## config.mk

```make
export PLATFORM = sky130hd
export DESIGN_NAME = sm_addsub_pipe_flat
export DESIGN_NICKNAME = d
export VERILOG_FILES = /design/src/rtl/sm_addsub_pipe_pkg.sv /design/src/rtl/sm_addsub_pipe_if.sv /design/src/rtl/sm_addsub_pipe_mag_order.sv /design/src/rtl/sm_addsub_pipe.sv /design/src/flat_wrapper.sv
export SDC_FILE = /design/constraint.sdc
export NUM_CORES = 1
export LEC_CHECK = 0
export CAP_MARGIN = 20
export CORE_UTILIZATION = 35
export CTS_CLUSTER_SIZE = 14
export DETAILED_ROUTE_END_ITERATION = 7
export SYNTH_ARGS = -nofsm -noshare
export SYNTH_HDL_FRONTEND = slang
export SYNTH_SLANG_ARGS = --single-unit
```

## constraint.sdc

```tcl
create_clock -name clk -period 4.1 [get_ports clk]
set_clock_uncertainty 0.2 [all_clocks]
set_input_delay 1.23 -clock clk [delete_from_list [all_inputs] [get_ports clk]]
set_output_delay 1.23 -clock clk [all_outputs]
set_load 0.02 [all_outputs]
```

## src/rtl/sm_addsub_pipe_pkg.sv

```systemverilog
// Shared definitions for the pipelined sign-magnitude adder/subtractor.
// Holds the default width, the op encoding and the -0 folding helper.
package sm_addsub_pipe_pkg;

    localparam int SM_N_DEF = 4;

    typedef enum logic {
        OP_ADD = 1'b0,
        OP_SUB = 1'b1
    } sm_op_e;

    // SM zero fix: a zero magnitude always carries a positive sign.
    function automatic logic sm_zero_fix_sign(input logic sign, input logic mag_is_zero);
        return sign & ~mag_is_zero;
    endfunction

endpackage

```

## src/rtl/sm_addsub_pipe_if.sv

```systemverilog
// Valid/ready operand and result bundle for sm_addsub_pipe.
// The slave modport is the adder's view; the master modport is the producer/consumer side.
interface sm_addsub_pipe_if #(parameter int N = 4);

    logic         in_valid;
    logic         in_ready;
    logic [N:0]   a;
    logic [N:0]   b;
    logic         sub;
    logic         out_valid;
    logic         out_ready;
    logic [N:0]   sum;
    logic         ovflw;

    modport slave (
        input  in_valid, a, b, sub, out_ready,
        output in_ready, out_valid, sum, ovflw
    );

    modport master (
        output in_valid, a, b, sub, out_ready,
        input  in_ready, out_valid, sum, ovflw
    );

endinterface

```

## src/rtl/sm_addsub_pipe_mag_order.sv

```systemverilog
// Combinational magnitude compare/swap: larger magnitude on o_big, A wins ties.
module sm_mag_order #(
    parameter int N = 4
) (
    input  logic [N-1:0] i_mag_a,
    input  logic [N-1:0] i_mag_b,
    output logic [N-1:0] o_big,
    output logic [N-1:0] o_small,
    output logic         o_a_ge_b
);

    assign o_a_ge_b = (i_mag_a >= i_mag_b);
    assign o_big    = o_a_ge_b ? i_mag_a : i_mag_b;
    assign o_small  = o_a_ge_b ? i_mag_b : i_mag_a;

endmodule

```

## src/rtl/sm_addsub_pipe.sv

```systemverilog
// Two-stage sign-magnitude add/sub with valid/ready back-pressure; never emits -0.
// Define SM_ADDSUB_SAT_EN to saturate the magnitude on overflow instead of wrapping.
module sm_addsub_pipe
    import sm_addsub_pipe_pkg::*;
#(
    parameter int N = SM_N_DEF
) (
    input logic             clk,
    input logic             reset_n,
    sm_addsub_pipe_if.slave bus
);

    logic [N:0]   w_a;
    logic [N:0]   w_b;
    logic         w_bs;
    logic         w_eff_sub;
    logic [N-1:0] w_big;
    logic [N-1:0] w_small;
    logic         w_a_ge_b;
    logic         w_adv;
    logic         w_in_ready;

    logic         r_s1_valid;
    logic [N-1:0] r_s1_big;
    logic [N-1:0] r_s1_small;
    logic         r_s1_eff_sub;
    logic         r_s1_sign_big;
    logic         r_s1_sign_a;

    logic         r_out_valid;
    logic [N:0]   r_sum;
    logic         r_ovflw;

    logic [N:0]   w_add;
    logic [N-1:0] w_diff;
    logic [N-1:0] w_mag;
    logic         w_sign;
    logic         w_ov;
    logic [N:0]   w_sum;

    // Fold -0 operands to +0 before any sign arithmetic.
    assign w_a = {sm_zero_fix_sign(bus.a[N], bus.a[N-1:0] == '0), bus.a[N-1:0]};
    assign w_b = {sm_zero_fix_sign(bus.b[N], bus.b[N-1:0] == '0), bus.b[N-1:0]};

    assign w_bs      = w_b[N] ^ (bus.sub == OP_SUB);
    assign w_eff_sub = w_a[N] ^ w_bs;

    sm_mag_order #(.N(N)) u_mag_order (
        .i_mag_a  (w_a[N-1:0]),
        .i_mag_b  (w_b[N-1:0]),
        .o_big    (w_big),
        .o_small  (w_small),
        .o_a_ge_b (w_a_ge_b)
    );

    assign w_adv      = !r_out_valid || bus.out_ready;
    assign w_in_ready = !r_s1_valid || w_adv;

    always_ff @(posedge clk or negedge reset_n) begin
        if (!reset_n) begin
            r_s1_valid    <= 1'b0;
            r_s1_big      <= '0;
            r_s1_small    <= '0;
            r_s1_eff_sub  <= 1'b0;
            r_s1_sign_big <= 1'b0;
            r_s1_sign_a   <= 1'b0;
        end else if (w_in_ready) begin
            r_s1_valid <= bus.in_valid;
            if (bus.in_valid) begin
                r_s1_big      <= w_big;
                r_s1_small    <= w_small;
                r_s1_eff_sub  <= w_eff_sub;
                r_s1_sign_big <= w_a_ge_b ? w_a[N] : w_bs;
                r_s1_sign_a   <= w_a[N];
            end
        end
    end

    assign w_add  = {1'b0, r_s1_big} + {1'b0, r_s1_small};
    assign w_diff = r_s1_big - r_s1_small;

    always_comb begin
        w_ov   = !r_s1_eff_sub && w_add[N];
        w_mag  = r_s1_eff_sub ? w_diff : w_add[N-1:0];
        w_sign = r_s1_eff_sub ? r_s1_sign_big : r_s1_sign_a;
`ifdef SM_ADDSUB_SAT_EN
        if (w_ov) begin
            w_mag = '1;
        end
`endif
        w_sum = {sm_zero_fix_sign(w_sign, w_mag == '0), w_mag};
    end

    always_ff @(posedge clk or negedge reset_n) begin
        if (!reset_n) begin
            r_out_valid <= 1'b0;
            r_sum       <= '0;
            r_ovflw     <= 1'b0;
        end else if (w_adv) begin
            r_out_valid <= r_s1_valid;
            if (r_s1_valid) begin
                r_sum   <= w_sum;
                r_ovflw <= w_ov;
            end
        end
    end

    assign bus.in_ready  = w_in_ready;
    assign bus.out_valid = r_out_valid;
    assign bus.sum       = r_sum;
    assign bus.ovflw     = r_ovflw;

endmodule

```

## src/flat_wrapper.sv

```systemverilog
// flat-port wrapper written by rule: the top's interface ports become plain ports
module sm_addsub_pipe_flat import sm_addsub_pipe_pkg::*;
#(
    parameter int N = SM_N_DEF
)
  (clk, reset_n, bus_in_valid, bus_a, bus_b, bus_sub, bus_out_ready, bus_in_ready, bus_out_valid, bus_sum, bus_ovflw);
  sm_addsub_pipe_if #(.N(N)) bus_i ();
  input logic clk;
  input logic reset_n;
  input wire logic [$bits(bus_i.in_valid)-1:0] bus_in_valid;
  input wire logic [$bits(bus_i.a)-1:0] bus_a;
  input wire logic [$bits(bus_i.b)-1:0] bus_b;
  input wire logic [$bits(bus_i.sub)-1:0] bus_sub;
  input wire logic [$bits(bus_i.out_ready)-1:0] bus_out_ready;
  output wire logic [$bits(bus_i.in_ready)-1:0] bus_in_ready;
  output wire logic [$bits(bus_i.out_valid)-1:0] bus_out_valid;
  output wire logic [$bits(bus_i.sum)-1:0] bus_sum;
  output wire logic [$bits(bus_i.ovflw)-1:0] bus_ovflw;
  assign bus_i.in_valid = bus_in_valid;
  assign bus_i.a = bus_a;
  assign bus_i.b = bus_b;
  assign bus_i.sub = bus_sub;
  assign bus_i.out_ready = bus_out_ready;
  assign bus_in_ready = bus_i.in_ready;
  assign bus_out_valid = bus_i.out_valid;
  assign bus_sum = bus_i.sum;
  assign bus_ovflw = bus_i.ovflw;
  sm_addsub_pipe #(.N(N)) u_core (.clk(clk), .reset_n(reset_n), .bus(bus_i));
endmodule
```

==> impl_metrics.toml <==
[run_status]
status = "complete, no violations"

[finish]
final_cell_mix = "clkdlybuf4s50_1, dfrtp_1, inv_1, ha_1"
fin_nets = 171
stdcell_area_sq_um = 1510
final_common_cell = "clkdlybuf4s50_1"
antenna_cells = 0
area_growth_pct = 23.5
num-fill-cells = 370
finalNonFillerCells = 188
final_layout_size_suffix_gt1_share_pct = 9.15

[pwr]
p_seq_share_pct = 40.5
p_int_w = 0.000422
switching_share_pct = 35.7
clkPwrFrac_pct = 14.2
pwr_density_cell_nw_per_um2 = 434
p_leak_nw = 0.672
power_frac_comb_pct = 45.4
ir_drop_v = 0.000119
power.switching_w = 0.000235

[placed_design]
place_inst = 184
port_buffers = 22
gp_congestion = 0.722
hpwl_um = 1820
dp_slack_ns = 0.181
dpl-instance-area_sq_um = 1490

[route]
viasPerCell = 4.76
postRouteAntennaNets = 0
first_pass_iters = 4
drt_iter0_markers = 32
drc = 0
vias = 895
drt_wl_total_um = 2190
wl_per_cell_um = 11.6

[worst_hold_path]
min_path_type = "reg2reg"

[synthesis]
syn_inst = 119
synth_cell_types = 32
synth_area_sq_um = 1220
synth-edff-count = 0
yosysSeqAreaShare_pct = 38.8
synth_fp_nets = 147
ys_ff_latch = 19
async_flop_share_pct = 100
synthFlopType = "dfrtp_1"
ys_warn_count = 0
avgSynthCellArea_sq_um = 10.3

[clocking]
clock_latency_ns = 0.29
cts_max_level = 1
cts_sinks = 19
ctsHoldBuffers = 0
post_cts_buffers = 0
clkTransAtPathRegs_ns = 0.10
cts.path.max_buffers = 2
cts_tree = "yes"
clockRootBuffer = "clkbuf_4"
post_cts_resized = 0
cts_buffers = 3

[global_route]
grt.total_usage_pct = 13.3
grt_pass1_wl_um = 3570
overflow = 0
grt_pass1_vias = 862
grt_antenna_before_repair = 0
grt_max_degree = 20

[die]
initial_core_util_pct = 36.7
core_sq_um = 3340
die_height_um = 61.2
rows = 21
die_x_um = 61.2
io_pins = 23
die-area_sq_um = 3740

[sta]
maxSlewViolCount = 0
setup-tns-final_ns = 0
layout_setup_ws_ns = 0.177
rsz0062_at_grt = "no"
max_freq_mhz = 255
period_minus_slack_ns = 3.92
worst_pin_slew_ns = 0.816
setup_violations = 0
slew_headroom_pct = 45.4
hold_violations = 0
timing.final.crit_share_pct = 95.7

[job]
maxCapViolations = 0

[worst_setup_path]
arrival_ns = 2.49
cp-end-kind = "output pin"
path_max_fanout = 4
required_ns = 2.67
criticalPathCategory = "in2out"
startpoint_type = "input port"
==> final timing paths <==
kind / start / to / slack [ns] / depth (start not counted)
hold / removal: u_core.bus.sum[0]$_DFFE_PN0P_ / u_core.bus.sum[0]$_DFFE_PN0P_ / 0.29 / 2
setup / recovery: bus_out_ready / bus_in_ready / 0.18 / 3
max in group asynchronous: reset_n / u_core.bus.sum[2]$_DFFE_PN0P_ / 2.00 / 1
setup reg to reg: u_core.r_s1_small[0]$_DFFE_PN0P_ / u_core.bus.sum[4]$_DFFE_PN0P_ / 2.06 / 7
min in group asynchronous: reset_n / u_core.r_s1_valid$_DFFE_PN0N_ / 1.20 / 1
hold reg to reg: u_core.bus.sum[0]$_DFFE_PN0P_ / u_core.bus.sum[0]$_DFFE_PN0P_ / 0.29 / 2
==> layer usage <==
| metal | routed length [um] | global-route usage (%) |
|---|---|---|
| met1 | 992 | 14.8 |
| met2 | 1080 | 23.6 |
| met3 | 69 | 2.52 |
| met4 | 44 | 7.79 |
| met5 | 0 | 0 |
==> Yosys cell counts (all sizes together), types with 2 or more instances <==
cell type  instances  area (sq um)
clkbuf             2          7.51
xnor2              2          17.5
mux2               4          48.8
o41ai              2          25.0
ha                11           138
nand2              9          33.8
dfrtp             19           475
buf                2          16.3
fa                 2          40.0
xor2               2          17.5
a21oi             10          50.1
o21ai              8          43.8
inv               11          41.3
nand2b             5          38.8
nor2              10          37.5
nor3               2          15.0
mux2i             10           100
==> sequential cells by signal (all words and copies together) (netlist names) <==
register	flops
u_core.bus.out_valid	1
u_core.bus.ovflw	1
u_core.bus.sum	5
u_core.r_s1_big	4
u_core.r_s1_eff_sub	1
u_core.r_s1_sign_a	1
u_core.r_s1_sign_big	1
u_core.r_s1_small	4
u_core.r_s1_valid	1
==> power by group through the flow <==
stage	clock network, W	registers [W]	logic (W)
final	0.0000930	0.000266	0.000298
after global routing	0.000105	0.000273	0.000334
after CTS	0.0000979	0.000267	0.000302
after detailed placement	0	0.000271	0.000301
after global placement	0	0.000269	0.000293
after floorplan	0	0.000296	0.000166
==> cell type report <==
class	instances	area, sq um	share of cell area, %
clock buffer	4	26.3	1.74
inverter	11	41.3	2.73
multi-input combinational	85	684	45.2
sequential	19	475	31.4
tap	46	57.6	3.80
timing repair buffer	23	228	15.1
==> metrics by stage <==
step	hold WS, ns	util [%]	power (W)
6_report	0.285	45.3	0.000657
5_1_grt	0.316	45.3	0.000713
4_1_cts	0.290	45.3	0.000667
3_5_place_dp	0.263	44.5	0.000572
3_3_place_gp	0.262	44.5	0.000562
2_1_floorplan	0.246	-	0.000462
==> kinds of logic (layout without fill, tap and decap cells) <==
logic type	after synthesis	count (layout)	synth area share, %
fa+ha+maj	13	13	14.5
xor+xnor	4	4	2.86
flops	19	19	38.8
simple gates	30	30	12.6
compound gates	24	24	13.8
mux	14	14	12.2
buf+inv	15	38	5.31
==> worst max-delay path, cell delays in order <==
cell and delay [ns]:
clkdlybuf4s50_1 0.47, nand3b_1 0.17, clkdlybuf4s50_1 0.63
Note: power is estimated with default switching activity, not from simulation.
